--- src/rtl/ex_mem_stage.sv ---
// ex_mem_stage: EX/MEM pipeline register sitting in front of a 256-byte,
// big-endian, combinational-read data memory. A head entry drives the memory
// and write-back outputs; a skid entry absorbs one extra bundle while WB is
// stalled so EX sees back-pressure one cycle late. Misaligned or out-of-range
// accesses are flagged at capture and suppressed at the memory/register file.
module ex_mem_stage (
    input  logic        clock,
    input  logic        reset_n,

    input  logic        ex_valid,
    output logic        ex_ready,
    input  logic [31:0] ex_alu_result,
    input  logic [31:0] ex_store_data,
    input  logic [4:0]  ex_rd,
    input  logic        ex_mem_read,
    input  logic        ex_mem_write,
    input  logic        ex_reg_write,
    input  logic        ex_mem_to_reg,

    input  logic        flush,

    output logic        MemRead,
    output logic        MemWrite,
    output logic [7:0]  ALUout,
    output logic [31:0] Data2,
    input  logic [31:0] ReadData,

    output logic        wb_valid,
    input  logic        wb_ready,
    output logic        wb_reg_write,
    output logic [4:0]  wb_rd,
    output logic [31:0] wb_data,
    output logic        addr_err
);

    // Occupancy of the two-entry buffer.
    localparam logic [1:0] ST_EMPTY = 2'd0;  // no valid entry
    localparam logic [1:0] ST_ONE   = 2'd1;  // head only
    localparam logic [1:0] ST_TWO   = 2'd2;  // head + skid

    // Highest byte address at which a full word still fits in memory.
    localparam logic [7:0] LAST_WORD_ADDR = 8'd252;

    typedef struct packed {
        logic [31:0] alu_result;
        logic [31:0] store_data;
        logic [4:0]  rd;
        logic        mem_read;
        logic        mem_write;
        logic        reg_write;
        logic        mem_to_reg;
        logic        fault;
    } entry_t;

    logic [1:0] state;
    logic [1:0] state_next;
    entry_t     head;
    entry_t     head_next;
    entry_t     skid;
    entry_t     skid_next;
    entry_t     incoming;
    logic       accept;
    logic       drain;

    // Package the EX bundle and classify it as faulting before it is stored.
    always_comb begin
        incoming.alu_result = ex_alu_result;
        incoming.store_data = ex_store_data;
        incoming.rd         = ex_rd;
        incoming.mem_read   = ex_mem_read;
        incoming.mem_write  = ex_mem_write;
        incoming.reg_write  = ex_reg_write;
        incoming.mem_to_reg = ex_mem_to_reg;
        incoming.fault      = (ex_mem_read | ex_mem_write) &
                              ((ex_alu_result[1:0] != 2'b00) |
                               (ex_alu_result[31:8] != 24'd0) |
                               (ex_alu_result[7:0] > LAST_WORD_ADDR));
    end

    assign wb_valid = (state != ST_EMPTY);
    assign accept   = ex_valid & ex_ready;
    assign drain    = wb_valid & wb_ready;

    // Next occupancy and entry contents; flush empties the buffer and zeroes
    // the head so the memory address/data outputs read back as 0.
    always_comb begin
        // NOTE: every signal gets a default first so no path leaves it
        // unassigned; otherwise synthesis infers a latch to hold it.
        state_next = state;
        head_next  = head;
        skid_next  = skid;
        if (flush) begin
            state_next = ST_EMPTY;
            head_next  = '0;
        end else begin
            case (state)
                ST_EMPTY: begin
                    if (accept) begin
                        state_next = ST_ONE;
                        head_next  = incoming;
                    end
                end
                ST_ONE: begin
                    if (accept && drain) begin
                        head_next = incoming;
                    end else if (accept) begin
                        state_next = ST_TWO;
                        skid_next  = incoming;
                    end else if (drain) begin
                        state_next = ST_EMPTY;
                    end
                end
                ST_TWO: begin
                    // ex_ready is low here, so only a drain can happen.
                    if (drain) begin
                        state_next = ST_ONE;
                        head_next  = skid;
                    end
                end
                default: begin
                    state_next = ST_EMPTY;
                end
            endcase
        end
    end

    // Occupancy, head entry and the registered ready; all cleared by reset.
    always_ff @(posedge clock) begin
        // NOTE: state is updated with non-blocking assignments so every flop
        // samples pre-edge values regardless of statement order.
        if (!reset_n) begin
            state    <= ST_EMPTY;
            head     <= '0;
            ex_ready <= 1'b1;
        end else begin
            state    <= state_next;
            head     <= head_next;
            ex_ready <= (state_next != ST_TWO);
        end
    end

    // Skid payload; only meaningful while state is ST_TWO.
    always_ff @(posedge clock) begin
        // NOTE: the skid payload has no reset; its validity lives in state,
        // so stale contents are never observed and the reset net stays small.
        skid <= skid_next;
    end

    // A store writes only on its drain edge, and never in a flush or reset
    // cycle, so a stalled store reaches memory exactly once.
    assign MemWrite     = reset_n & drain & head.mem_write & ~head.fault & ~flush;
    assign MemRead      = wb_valid & head.mem_read & ~head.fault;
    assign ALUout       = head.alu_result[7:0];
    assign Data2        = head.store_data;

    assign wb_reg_write = wb_valid & head.reg_write & ~head.fault;
    assign wb_rd        = head.rd;
    assign wb_data      = head.mem_to_reg ? ReadData : head.alu_result;
    assign addr_err     = wb_valid & head.fault;

endmodule
--- config.mk ---
export PLATFORM = sky130hd
export DESIGN_NAME = ex_mem_stage
export DESIGN_NICKNAME = d
export VERILOG_FILES = /design/src/rtl/ex_mem_stage.sv
export SDC_FILE = /design/constraint.sdc
export NUM_CORES = 1
export LEC_CHECK = 0
export ABC_AREA = 1
export BUFFER_PORTS_ARGS = -buffer_cell sky130_fd_sc_hd__clkbuf_2
export CORE_MARGIN = 1.5
export CORE_UTILIZATION = 40
export CTS_CLUSTER_SIZE = 8
export DETAILED_ROUTE_END_ITERATION = 8
export PLACE_DENSITY = 0.64
export SLEW_MARGIN = 0
export SYNTH_ARGS = -nofsm -noshare
export SYNTH_HDL_FRONTEND = slang
export SYNTH_SLANG_ARGS = --single-unit
--- constraint.sdc ---
create_clock -name clock -period 8.6 [get_ports clock]
set_input_delay 1.29 -clock clock [delete_from_list [all_inputs] [get_ports clock]]
set_output_delay 1.29 -clock clock [all_outputs]
set_load 0.05 [all_outputs]
Word level (Yosys, flattened, before mapping)
Index checks and enable logic that the tools add are counted.

word-level totals
  output and inout port bits = 83
  logic and storage cells = 65
  flip-flop bits (word level) = 151
  bits of input ports = 110

cells by class
  reduce and logical (&&, ||, !) cells = 9
  eq/ne operators = 6
  $lt $le $gt $ge = 1
  mux-type cells = 12
  bitwise gates (word level) = 19

operators by type and width
  operator                                       count
  2-to-1 mux 74 bit                              3
  case mux 74 bit (3 select lines)               1
  2-to-1 mux 32 bit                              1
  nonzero test 24 bit                            1
  bitwise AND 1 bit                              12
  2-to-1 mux 2 bit                               6
  > comparator 8 bit, second input constant      1
  != test 2 bit, second input constant           4
  AND reduction 4 bit                            2
  case mux 2 bit (3 select lines)                1
  inverter 1 bit                                 4
  nonzero test 2 bit                             2
  OR 1 bit                                       3
  nonzero test 3 bit                             1
  == test 2 x 1 -> 1 bit, second input constant  1
  == test 2 bit, second input constant           1
  logical NOT 2 bit                              1
  OR reduction 2 bit                             1
  logical AND 1 bit                              1

Longest topological paths before layout
  depth after elaboration = 8
  depth in mapped cells = 8
  mapped depth without buffers = 8

Least setup slack after synthesis
OpenSTA, ideal clock, no wires.

  path kind = input -> register
  start = in ex_valid
  end = reg skid[0] in the netlist's numbering (enable)
  buffers on the path = 0
  path slack = 1.107 ns
  data arrival time = 6.876 ns
  required time = 7.983 ns
  cell stages on the path = 2
  setup time = 0.617 ns
  path through = nand4_1 a211oi_1

on the way
  cells in the longest elaborated chain, start to end = 4

RTL lines
  what                             line  RTL
  from (decl)                      10    input logic ex_valid,
  bitwise AND 1 bit *              81    assign accept = ex_valid & ex_ready;
  logical AND 1 bit                104   if (accept && drain) begin
  inverter 1 bit (no line)         --
  AND reduction 4 bit (no line) *  --
  to (signal assigned)             146   skid <= skid_next;
  to (decl)                        59    entry_t skid;

Mark *: on every way between the ends. The rest lies on a longest branch, timed or not.
A chain may end at the register's enable or synchronous reset.

Final worst setup path
  start = in flush
  end = out MemWrite

on the way
  cells in the longest elaborated chain, start to end = 2

RTL lines
  what                      line  RTL
  from (decl)               20    input logic flush,
  inverter 1 bit (no line)  --
  bitwise AND 1 bit         151   assign MemWrite = reset_n & drain & head.mem_write & ~head.fault & ~flush;
  to (decl)                 23    output logic MemWrite,

No other way between the ends.

==> reports/summary.txt <==
Commonest non-fill, non-tap cell in the layout: nand2_1
Remaining DRCs: 0
Tmin final: 3.71 ns
Synth warn: 0
RSZ-0062 raised after global routing: false
Met3 Wirelength: 852 um
Reg2reg setup slack: 5.92 ns
Register Area: 3760 um^2
P_leak: 3.41 nW
Combinational family with the most area after synthesis: compound AO/OA/AOI/OAI gates
Cell-by-cell trace of the critical path: clkbuf_2 -> nor2_2 -> buf_4 -> nand3_1 -> nor3_1 -> clkbuf_2
Fmax: 0.270 GHz
Slew @ Worst Pin: 1.13 ns
Delay-heaviest family, CP: buffers and inverters
Critical path buffers and inverters: 3
Die extent in y: 134 um
Die area: 18000 um^2
Post-synthesis compound-gate area fraction: 17.9%
Commonest non-fill, non-tap cells in the layout: 198 x nand2_1, 192 x clkbuf_2, 76 x dfxtp_1
Pre-Repair DR Iteration Count: 4
Initial DRC count: 218
CP required: 7.31 ns
Max-slew violation total from the final report: 0
Postcts setup bufs: 0
Vias per cell: 4.60
Wirelength per Cell: 13.1 um
CP dominant cell by count: clkbuf_2
Tcrit/Tclk final: 43.1%
Total gr overflow: 0
Final wirelength: 14700 um
Worst min path class: register to register
Hold-fix buffers, CTS: 0
Initial antenna violation count: 1
Slowest CP cell: buf_4
Row count: 47
# Max-Cap Violations: 0
Worst slew margin: 24.7%
Initial Utilization: 41.2%
Post-synthesis simple-gate area fraction: 15.5%
Clock tree buffer depth: 2
Die Wd: 134 um
Area of the multi-input gates: 2320 um^2
Crit start category: input port
Wire length on met2: 7040 um
Largest net degree at the start of global routing: 109
Arr. time, crit path: 2.42 ns
GPL Wtd Cong: 0.765
Post-route setup slack: 4.89 ns
Mapped Area: 6890 um^2
Final setup vio count: 0
Largest stage delay, worst path: 0.34 ns
Clk_skew: 0.00697 ns
Outcome: finished clean
Post-synthesis cell type count: 21
Final TNS setup: 0 ns
Port bufs: 192
Hpwl dp: 9610 um
Worst hold margin: 0.448 ns
Vias in the first global route: 4773
Clock sink total: 151
Sequential element share of the synthesized area: 54.6%
Worst Path Max Fanout: 38
Clock slew seen by the registers of the worst setup and hold paths: 0.06 ns
XOR/XNOR share of the synthesized area: 0%
Avg Cell Area, Syn: 9.02 um^2
Via count: 5174
GRT Resource Usage Total: 16.7%
FILL cells: 1621
Setup WS pre-CTS: 4.88 ns
Yosys reg bits: 151
H-tree level count: 4
Num CTS Buffers: 17
Fin util: 49.2%
TritonCTS clock tree: built
Clock Latency Late Sink: 0.41 ns
Top Layer Used: met4
Global-route wire length before repair: 23700 um
Core footprint: 16700 um^2
Crit end category: output pin
Ports: 193
Syn Nets: 874
Cts repair resizes: 0
Setup CP Type: input port to output pin
Post-Synth Adder-Cell Area: 0%
Pwr per Cell Area: 214 nW/um^2
Layout area overhead: 19.2%
Mapped Cells: 764
CTS Root Cell: clkbuf_16
Nets: 1001
Share of cells above drive strength 1: 35.2%
WL met1: 6680 um
Number of routed nets with antenna violations: 0
Mux contribution to synthesized area: 0%
VDD IR-drop max: 0.000117 V
Final hold vios: 0
## synthesized netlist by cell type, drive strengths merged
| master | number | area share [%] |
|---|---|---|
| nor3 | 3 | 0.22 |
| clkbuf | 21 | 1.1 |
| dfxtp | 77 | 22 |
| edfxtp | 74 | 32 |
| o21ai | 82 | 6.0 |
| a21oi | 116 | 12 |
| inv | 60 | 3.3 |
| a211oi | 1 | 0.11 |
| buf | 70 | 7.5 |
| nand2 | 199 | 11 |
| o211ai | 1 | 0.31 |
| nand3 | 4 | 0.29 |
| nor2 | 54 | 4.0 |
| nand4 | 2 | 0.18 |
## worst reg2reg max path, cell delays in order, from the launching register on
cell and delay (ns):
dfxtp_1 0.41, nor2_2 0.12, o211ai_4 0.16, buf_4 0.88, buf_4 0.70, a21oi_1 0.10, a21oi_1 0.14, nor2_1 0.05
## registers in the layout, indices dropped and copies added (netlist names)
register / count
skid: 74
Data2: 32
head: 29
ALUout: 8
wb_rd: 5
state: 2
ex_ready: 1
## metrics by stage
| stage | power [mW] | instance area [um^2] | instances |
|---|---|---|---|
| 2_1_floorplan | 0.955 | 6890 | 764 |
| 3_3_place_gp | 0.998 | 7600 | 1092 |
| 3_5_place_dp | 1.00 | 7600 | 1092 |
| 4_1_cts | 1.78 | 8210 | 1124 |
| 5_1_grt | 1.83 | 8210 | 1124 |
| 6_report | 1.76 | 8210 | 1125 |
## power by group
group,internal (mW),switching (mW),total (mW)
combinational,0.0587,0.142,0.201
clock,0.496,0.277,0.773
sequential,0.773,0.0100,0.783
total,1.33,0.429,1.76
## metal layers
layer / track usage, % / up-vias
met5: 0 / -
met4: 4.42 / 0
met3: 5.06 / 9
met2: 28.1 / 124
met1: 20.9 / 2328
li1: - / 2713
## final cells by class
| type | instances | share of cell area, % |
|---|---|---|
| Sequential cell | 151 | 45.8 |
| Multi-Input combinational cell | 462 | 28.2 |
| Timing Repair Buffer | 199 | 12.3 |
| Clock buffer | 21 | 5.61 |
| Tap cell | 220 | 3.35 |
| Inverter | 60 | 2.74 |
| Clock inverter | 11 | 1.86 |
| Antenna cell | 1 | 0.0305 |
## final timing paths
kind	startpoint	endpoint	depth (start not counted)
min	head[73]	head[73]	2
max	flush	MemWrite	6
min reg2reg	head[73]	head[73]	2
max reg2reg	state[1]	Data2[0]	7
## kinds of logic after synthesis
| logic type | after synthesis |
|---|---|
| DFF | 151 |
| buffers and inverters | 151 |
| and+or+nand+nor | 262 |
| AOI/OAI and AO/OA | 200 |
Note: power is estimated with default switching activity, not from simulation.
